==> src/rtl/cn_pkg.sv <==
// Shared types and constants for the check-node message generator.
package cn_pkg;

  localparam int unsigned N_VAR  = 10;
  localparam int unsigned MAG_W  = 7;
  localparam int unsigned IDX_W  = 4;
  localparam int unsigned OFFSET = 1;

  typedef logic [MAG_W-1:0] cn_mag_t;
  typedef logic [IDX_W-1:0] cn_idx_t;
  typedef logic [N_VAR-1:0] cn_sign_t;

  typedef struct packed {
    logic    sign;
    cn_mag_t mag;
    cn_idx_t idx;
  } cn_msg_t;

  // FSM encoding
  localparam logic [0:0] CN_IDLE = 1'b0;
  localparam logic [0:0] CN_EMIT = 1'b1;

  localparam cn_idx_t CN_LAST_IDX = IDX_W'(N_VAR - 1);

endpackage

==> src/rtl/cn_offset_sat.sv <==
// Offset min-sum magnitude correction: subtract OFFSET with a floor at zero.
module cn_offset_sat
  import cn_pkg::*;
(
  input  logic [MAG_W-1:0] raw,
  output logic [MAG_W-1:0] mag_c
);

  // Compare first so small magnitudes clamp to zero instead of wrapping.
  assign mag_c = (raw >= MAG_W'(OFFSET)) ? (raw - MAG_W'(OFFSET)) : '0;

endmodule

==> src/rtl/cn_msg_gen.sv <==
// Check-node message generator: expands one two-min summary into N_VAR messages.
// Optional macro CN_OVERLAP_EN enables zero-bubble back-to-back summaries.
module cn_msg_gen
  import cn_pkg::*;
(
  input  logic              i_clk,
  input  logic              i_rst_n,
  input  logic              i_valid,
  output logic              o_ready,
  input  logic [MAG_W-1:0]  i_min0,
  input  logic [MAG_W-1:0]  i_min1,
  input  logic [IDX_W-1:0]  i_min0_idx,
  input  logic [N_VAR-1:0]  i_sign,
  output logic              o_valid,
  input  logic              i_ready,
  output logic              o_msg_sign,
  output logic [MAG_W-1:0]  o_msg_mag,
  output logic [IDX_W-1:0]  o_msg_idx,
  output logic              o_last
);

  logic [0:0] state_q, state_d;
  cn_idx_t    cnt_q, cnt_d;
  cn_mag_t    min0_q, min0_d;
  cn_mag_t    min1_q, min1_d;
  cn_idx_t    midx_q, midx_d;
  cn_sign_t   sign_q, sign_d;
  logic       parity_q, parity_d;
  cn_msg_t    msg_q, msg_d;
  logic       last_q, last_d;
  logic       valid_q, valid_d;
  logic       ready_q, ready_d;

  logic       accept_c;
  logic       fire_c;
  logic       at_last_c;

  // Source mux for the next message: fresh summary on load, captured one otherwise
  cn_idx_t    calc_k;
  cn_mag_t    src_min0;
  cn_mag_t    src_min1;
  cn_idx_t    src_idx;
  cn_sign_t   src_sign;
  logic       src_parity;
  cn_mag_t    calc_raw;
  cn_mag_t    calc_mag;
  logic       calc_sign;

  assign at_last_c = (state_q == CN_EMIT) && (cnt_q == CN_LAST_IDX);
  assign fire_c    = valid_q && i_ready;

`ifdef CN_OVERLAP_EN
  assign o_ready   = ready_q || (at_last_c && i_ready);
`else
  assign o_ready   = ready_q;
`endif

  assign accept_c  = i_valid && o_ready;

  always_comb begin
    calc_k     = accept_c ? '0         : cnt_q + IDX_W'(1);
    src_min0   = accept_c ? i_min0     : min0_q;
    src_min1   = accept_c ? i_min1     : min1_q;
    src_idx    = accept_c ? i_min0_idx : midx_q;
    src_sign   = accept_c ? i_sign     : sign_q;
    src_parity = accept_c ? ^i_sign    : parity_q;
    // An out-of-range min0 index never matches k, so every edge gets min0.
    calc_raw   = (calc_k == src_idx) ? src_min1 : src_min0;
  end

  cn_offset_sat u_offset_sat (
    .raw   (calc_raw),
    .mag_c (calc_mag)
  );

  // Suppress negative zero.
  assign calc_sign = (src_parity ^ src_sign[calc_k]) && (calc_mag != '0);

  // Next-state and output-register logic
  always_comb begin
    state_d  = state_q;
    cnt_d    = cnt_q;
    min0_d   = min0_q;
    min1_d   = min1_q;
    midx_d   = midx_q;
    sign_d   = sign_q;
    parity_d = parity_q;
    msg_d    = msg_q;
    last_d   = last_q;
    valid_d  = valid_q;
    ready_d  = ready_q;

    if (accept_c) begin
      min0_d   = i_min0;
      min1_d   = i_min1;
      midx_d   = i_min0_idx;
      sign_d   = i_sign;
      parity_d = ^i_sign;
    end

    case (state_q)
      CN_IDLE: begin
        if (accept_c) begin
          state_d    = CN_EMIT;
          cnt_d      = '0;
          msg_d.sign = calc_sign;
          msg_d.mag  = calc_mag;
          msg_d.idx  = calc_k;
          last_d     = (calc_k == CN_LAST_IDX);
          valid_d    = 1'b1;
          ready_d    = 1'b0;
        end
      end
      CN_EMIT: begin
        if (fire_c) begin
          if (at_last_c && !accept_c) begin
            state_d = CN_IDLE;
            cnt_d   = '0;
            msg_d   = '0;
            last_d  = 1'b0;
            valid_d = 1'b0;
            ready_d = 1'b1;
          end else begin
            cnt_d      = calc_k;
            msg_d.sign = calc_sign;
            msg_d.mag  = calc_mag;
            msg_d.idx  = calc_k;
            last_d     = (calc_k == CN_LAST_IDX);
          end
        end
      end
      default: begin
        state_d = CN_IDLE;
        cnt_d   = '0;
        msg_d   = '0;
        last_d  = 1'b0;
        valid_d = 1'b0;
        ready_d = 1'b1;
      end
    endcase
  end

  always_ff @(posedge i_clk or negedge i_rst_n) begin
    if (!i_rst_n) begin
      state_q  <= CN_IDLE;
      cnt_q    <= '0;
      min0_q   <= '0;
      min1_q   <= '0;
      midx_q   <= '0;
      sign_q   <= '0;
      parity_q <= 1'b0;
      msg_q    <= '0;
      last_q   <= 1'b0;
      valid_q  <= 1'b0;
      ready_q  <= 1'b1;
    end else begin
      state_q  <= state_d;
      cnt_q    <= cnt_d;
      min0_q   <= min0_d;
      min1_q   <= min1_d;
      midx_q   <= midx_d;
      sign_q   <= sign_d;
      parity_q <= parity_d;
      msg_q    <= msg_d;
      last_q   <= last_d;
      valid_q  <= valid_d;
      ready_q  <= ready_d;
    end
  end

  assign o_valid    = valid_q;
  assign o_msg_sign = msg_q.sign;
  assign o_msg_mag  = msg_q.mag;
  assign o_msg_idx  = msg_q.idx;
  assign o_last     = last_q;

endmodule

==> config.mk <==
export PLATFORM = sky130hd
export DESIGN_NAME = cn_msg_gen
export DESIGN_NICKNAME = d
export VERILOG_FILES = /design/src/rtl/cn_pkg.sv /design/src/rtl/cn_offset_sat.sv /design/src/rtl/cn_msg_gen.sv
export SDC_FILE = /design/constraint.sdc
export NUM_CORES = 1
export LEC_CHECK = 0
export BUFFER_PORTS_ARGS = -buffer_cell sky130_fd_sc_hd__buf_2
export CORE_MARGIN = 2
export CORE_UTILIZATION = 48
export CTS_CLUSTER_SIZE = 24
export DETAILED_ROUTE_END_ITERATION = 16
export GPL_ROUTABILITY_DRIVEN = 1
export GPL_TIMING_DRIVEN = 0
export PLACE_DENSITY_LB_ADDON = 0.15
export REMOVE_ABC_BUFFERS = 1
export SLEW_MARGIN = 0
export SYNTH_ARGS = -nofsm -noshare
export SYNTH_HDL_FRONTEND = slang
export SYNTH_HIERARCHICAL = 1
export SYNTH_SLANG_ARGS = --single-unit
==> constraint.sdc <==
create_clock -name i_clk -period 3.83 [get_ports i_clk]
set_clock_uncertainty 0.1 [all_clocks]
set_input_delay 0.9575 -clock i_clk [delete_from_list [all_inputs] [get_ports i_clk]]
set_output_delay 0.9575 -clock i_clk [all_outputs]
set_load 0.05 [all_outputs]
* After elaboration in Yosys (flattened, before gate mapping)
Index checks and enable logic that the tools add are counted. Widths: inputs -> output; s select.
Storage, ports and cells: bits in read-only memories 0, input bits 32, register bits after elaboration 49, bits in latches 0, memories 0, RAM bits 0, word-level logic and storage cells 69
Cells by class: bitwise gates (word level) 2, $mul 0, multiplexer cells 34, add/subtract/negate cells 2, shifts and indexed selects 0, div/mod/pow operators 0, reduce and logical (&&, ||, !) cells 10, order comparisons 2, equality and inequality tests 6
Operators with widths (count):
- $mux 12 | 3
- $mux 7 | 4
- $pmux 12 s2 | 1
- $mux 4 | 5
- $mux 1 | 14
- $mux 10 | 1
- $reduce_xor 10->1 | 1
- $eq 4x4->1 const B | 2
- $pmux 1 s2 | 4
- $pmux 4 s2 | 1
- $ge 7x1->1 const B | 1
- $reduce_bool 7->1 | 1
- $sub 7x1->7 const B | 1
- $logic_and 1x1->1 | 5
- $lt 4x5->1 const B | 1
- $add 4x1->4 const B | 1
- $bmux 1 s4 | 1
- $eq 4x4->1 | 1
- $ne 2x1->1 const B | 2
- $reduce_and 3->1 | 1
- $ne 2x2->1 const B | 1
- $reduce_and 2->1 | 1
- $logic_not 1->1 | 1
- $not 1->1 | 1
- $xor 1x1->1 | 1

* Logic depth before layout (Yosys ltp)
depth in word-level cells 11, depth in mapped cells 15, depth with buffers taken out 14

* By module
The synthesis kept the hierarchy.
By module, submodules not included:
- cn_msg_gen | sequential area each 1227.4 um^2, cells each 255, area an instance 2414.8 um^2, instances 1
- cn_offset_sat | sequential area each 0.0 um^2, cells each 29, area an instance 202.7 um^2, instances 1

* Worst setup path after synthesis
OpenSTA, ideal clock, no wires.
kind input-to-reg, from input port i_valid, to register msg_q, in the netlist o_msg_sign, setup slack 0.059 ns, stages 14, data arrival time 3.550 ns, data required time 3.608 ns, cells stage by stage and2_1 buf_2 nand2_1 nand2_1 xnor2_1 o21ai_4 mux2_4 ha_1 or4_1 o21ai_0 o21ai_0 nor3_1 nand2_1 a32o_1
Between the ends: word-level cells in the longest chain between the ends 11, elaborated cells on any way between the ends 25, those cells by class 1 x add/sub; 1 x order compare; 2 x eq/ne; 14 x mux; 1 x bitwise; 6 x reduce/logical
Ends and longest elaborated chain:
- start: declaration | line cn_msg_gen.sv:8 | input logic i_valid,
- $logic_and 1x1->1 * | line cn_msg_gen.sv:58 | assign accept_c = i_valid && o_ready;
- $mux 4 (on tied branches)
- $eq 4x4->1 | line cn_msg_gen.sv:68 | calc_raw = (calc_k == src_idx) ? src_min1 : src_min0;
- $mux 7 * | line cn_msg_gen.sv:68
- net calc_raw[0] | line cn_msg_gen.sv:45 | cn_mag_t calc_raw;
- $sub 7x1->7 or $ge 7x1->1 (tied branches) | line cn_offset_sat.sv:10 | assign mag_c = (raw >= MAG_W'(OFFSET)) ? (raw - MAG_W'(OFFSET)) : '0;
- $mux 7 * | line cn_offset_sat.sv:10
- net calc_mag[2] | line cn_msg_gen.sv:46 | cn_mag_t calc_mag;
- $reduce_bool 7->1 * | line cn_msg_gen.sv:77 | assign calc_sign = (src_parity ^ src_sign[calc_k]) && (calc_mag != '0);
- $logic_and 1x1->1 * | line cn_msg_gen.sv:77
- $mux 12 | line cn_msg_gen.sv:116 | if (at_last_c && !accept_c) begin
- $mux 12 | line cn_msg_gen.sv:115 | if (fire_c) begin
- $pmux 12 s2 * | line cn_msg_gen.sv:101 | case (state_q)
- end signal: assignment | line cn_msg_gen.sv:164 | msg_q <= msg_d;
- end: declaration | line cn_msg_gen.sv:29 | cn_msg_t msg_q, msg_d;
Mark *: on every way through the listed nets, which the timed path passes. The rest lies on a longest branch. The select of a mux whose other input is x is not followed. A chain may end at the register's enable or synchronous reset.

* Worst setup path in the final report
Same ends and word-level chain as after synthesis.

==> out/results.txt <==
Dividing the detail-routed wire length by the instance count gives 13.85 um. The area share of the leading cell type in the synthesized netlist is 0.4589, and the worst slew slack as a fraction of its limit is 0.2763. The die covers 0.006060 mm^2. Top cell type by total area after synthesis: dfrtp_1. For this run the aggregate overflow at the end of global routing stands at 0. Launching element type of the critical path: an input pin. The setup slack on the worst flop-to-flop path is 0.16 ns, and the transition time of the tightest slew-check pin is 1.086 ns. The height of the die is 77.85 um, and the number of vias per cell after detailed routing is 5.120. The layout has 458 filler cells. Final core area utilization: 0.6055. The path class of the tightest hold or removal check is flop to flop.

Port buffering added 46 buffers. The cell family contributing the most delay on the critical path was simple AND/OR/NAND/NOR gates. The fraction of layout cells with a size suffix above 1 is 0.2840, and the number of levels the H-tree was split into is 2. The run finished with clean final reports. Number of max-cap violations: 0. The area growth from synthesis to layout is 19.65%.

The worst hold path begins at sign_q[9]$_DFF_PN0_. The largest individual stage delay along the critical path comes from the cell mux2_2. For the required arrival time at the worst endpoint, the log shows 3.93 ns. Synthesis inferred 49 register bits. For the I/O pin total, the log shows 47. The most common flop cell mapped by yosys was dfrtp_1.

The number of buffer and inverter stages on the critical path works out to 2. The clock period could shrink to 3.745 ns. The share of synthesized registers carrying an async set or reset is 1.000. The worst register-to-register path has a depth of 13. The number of optimization iterations in the first detailed-route pass is 4. For the placeable core region, the log shows 0.005172 mm^2. The first global-routing pass estimated 9473 um of wire.

For the standard-cell row count, the log shows 26. At the worst endpoint, the arrival time is 3.84 ns. Clock-pin slew was measured on the worst setup and hold paths at 0.09 ns. The part of the cycle the worst path needs is 0.9778. Start-to-end type of the worst setup path: input pin to flop.

The root buffer cell chosen for the clock tree is clkbuf_8. For this run, the number of Yosys warnings is 6. The run gives 0 as the final number of setup-violating endpoints. The final non-filler cell total is 408, and the number of pins exceeding their max-slew limit in the final report is 0. In the routed design, unresolved DRC markers number 0. Based on the critical path, the design can be clocked at up to 0.2670 GHz. For this run, the slowest stage of the critical path takes 0.38 ns.

The count of hold buffers inserted by post-cts repair is 0, and the number of clock sinks seen by CTS is 49. For the static leakage power, the log shows 1.639 nW. The pin count of the biggest net entering global routing came out at 50. The startpoint identified for the worst register-to-register timing path is cnt_q[1]$_DFFE_PN0P_.

Once detail routing completed, the nets flagged for antenna violations numbered 0. The worst hold path passes through 2 cells. Along the worst path, the maximum fanout reaches 6. The worst setup path is captured at a flop. After the first detailed-routing iteration, the DRC count stood at 135. Counting flops with a built-in enable in the synthesized netlist gives 0.

The deepest clock path buffer count came out at 2. The die is 77.85 um wide. The run gives 0.8114 as the routability congestion estimate. The initial core utilization is 0.5060. The signal on the critical path passes through buf_4, and2_4, nand2_1, nand2_2, xnor2_2, o21ai_4, buf_4, mux2_4, or3_4, nor3_2, mux2_2, nor4_2, nand2_1, a32o_1.

The power per unit of standard cell area was 278.9 mW/mm^2; the instance count of the mapped netlist was 284. The final routed wirelength across all metal layers is 5651 um, and the CTS buffer count is 5. The routed layout has 2089 vias. Each instance of the synthesized netlist takes up on average 9.217 um^2. The logs give 388 for the cell count after placement and 0 for the number of antenna violations at the first check in global routing. After legalization and detailed placement, the total HPWL measured 3534 um. The tools report the number of failing hold endpoints at the final stage as 0. 0 antenna diodes ended up in the layout. Capturing point of the worst reg2reg path: o_msg_sign$_DFFE_PN0P_. After synthesis the cells add up to 0.002618 mm^2. The tools report the number of global-route vias before repair as 2015. At the end of the flow, the number of nets in the layout was 373. The number of library cell types mapped by synthesis is 46. The hold path endpoint is sign_q[9]$_DFF_PN0_. The sequential cell area fraction in the yosys report is 0.4689. Yosys attributes the largest share of cell area to dfrtp_1, nand2_1, mux2_4.

The top cell types in the final layout, fill and taps aside, are nand2_1, dfrtp_1, buf_2, o21ai_0, buf_4. TritonCTS built the clock tree. VDD sags by at most 172.3 uV. For the global-route total usage across every layer, the log shows 0.1981.

The library cell used most frequently in the layout, excluding fill and tap cells, is nand2_1. The clock insertion delay at the later pin of the skew report is 0.31 ns.
==> flip-flops by register name, indices dropped and copies added, names as in the netlist <==
signal	count
cnt_q	4
midx_q	4
min0_q	7
min1_q	7
o_last	1
o_msg_idx	4
o_msg_mag	7
o_msg_sign	1
o_ready	1
o_valid	1
parity_q	1
sign_q	10
state_q	1
==> Yosys cell counts (2+ instances only) <==
| master | n |
|---|---|
| nand2_1 | 103 |
| dfrtp_1 | 48 |
| o21ai_0 | 14 |
| a21oi_1 | 9 |
| clkbuf_1 | 8 |
| xnor2_1 | 8 |
| a22o_1 | 7 |
| mux2_4 | 7 |
| nor2_1 | 7 |
| inv_1 | 6 |
| mux2i_1 | 6 |
| nand4_1 | 5 |
| xor2_1 | 5 |
| ha_1 | 4 |
| nor2b_1 | 3 |
| a31oi_1 | 2 |
| a32o_1 | 2 |
| buf_1 | 2 |
| buf_2 | 2 |
| mux2_1 | 2 |
| mux2_2 | 2 |
| nand2b_1 | 2 |
| nand3_1 | 2 |
| nor3_1 | 2 |
| nor3_2 | 2 |
| nor4_1 | 2 |
| or3_1 | 2 |
| or3_4 | 2 |
==> layout make-up <==
cell class	count	area, um^2	share of cell area
timing repair buffer	57	322.8	0.1031
sequential	49	1229	0.3923
clock buffer	6	72.57	0.02317
clock inverter	2	10.01	0.003196
tap	70	87.58	0.02797
inverter	7	26.28	0.008390
multi-input combinational	217	1384	0.4419
==> per-stage QoR <==
| stage | instance area (um^2) | setup TNS, ns | total power, mW | hold slack, ns | worst slack (ns) |
|---|---|---|---|---|---|
| after floorplan | 2559 | -0.5485 | 0.5467 | 0.3385 | -0.3788 |
| after global placement | 2877 | -6.227 | 0.5781 | 0.3539 | -1.178 |
| after detailed placement | 2904 | -5.585 | 0.5787 | 0.3556 | -1.106 |
| after CTS | 3065 | 0 | 0.8776 | 0.3779 | 0.01286 |
| after global routing | 3132 | -0.04340 | 0.9140 | 0.3943 | -0.04340 |
| final | 3132 | 0 | 0.8733 | 0.3722 | 0.08517 |
==> power by group <==
| group | internal (mW) | switching [mW] | total [mW] |
|---|---|---|---|
| Sequential | 0.517 | 0 | 0.517 |
| Clock | 0.127 | 0.177 | 0.304 |
| Combinational | 0.0249 | 0.0278 | 0.0527 |
==> worst max-delay path by stage <==
stage             from                endpoint  slack (ns)  depth (start not counted)
6_report       i_valid  o_msg_sign$_DFFE_PN0P_        0.09                         14
5_1_grt        i_valid  o_msg_sign$_DFFE_PN0P_       -0.04                         14
4_1_cts        i_valid  o_msg_sign$_DFFE_PN0P_        0.01                         15
3_5_place_dp   i_valid  o_msg_sign$_DFFE_PN0P_       -1.11                         14
3_3_place_gp   i_valid  o_msg_sign$_DFFE_PN0P_       -1.18                         12
2_1_floorplan  i_valid  o_msg_sign$_DFFE_PN0P_       -0.38                         13
==> worst min-delay path: cells and delay by family, from the launching register on <==
kind,cells,cell delay [ns]
flops,1,0.35
simple gates,2,0.10
==> cell families (layout without fill, tap and decap cells) <==
family | count (synthesis) | count (layout) | synth area share
AOI/OAI and AO/OA | 40 | 40 | 0.1013
xor gates and xnor gates | 16 | 16 | 0.06453
adders and majority gates | 4 | 4 | 0.01912
buffers and inverters | 20 | 72 | 0.03250
DFF | 49 | 49 | 0.4689
muxes | 17 | 17 | 0.08031
and+or+nand+nor | 138 | 140 | 0.2333
==> routing by layer <==
metal	wire [um]	part of all wire	up-vias	global-route usage
li1	-	-	1053	-
met1	2785	0.49	992	0.2789
met2	2584	0.46	39	0.3069
met3	224	0.040	5	0.05000
met4	57	0.010	0	0.04821
met5	0	0	-	0
==> what timing repair did <==
action,in CTS,in global routing
buffers inserted,5,6
resized for setup,8,9
endpoints found under the hold margin,0,0
pin swaps,3,4
endpoints found under the setup margin,8,1
gates cloned,1,1
(Power assumes the default switching activity.)
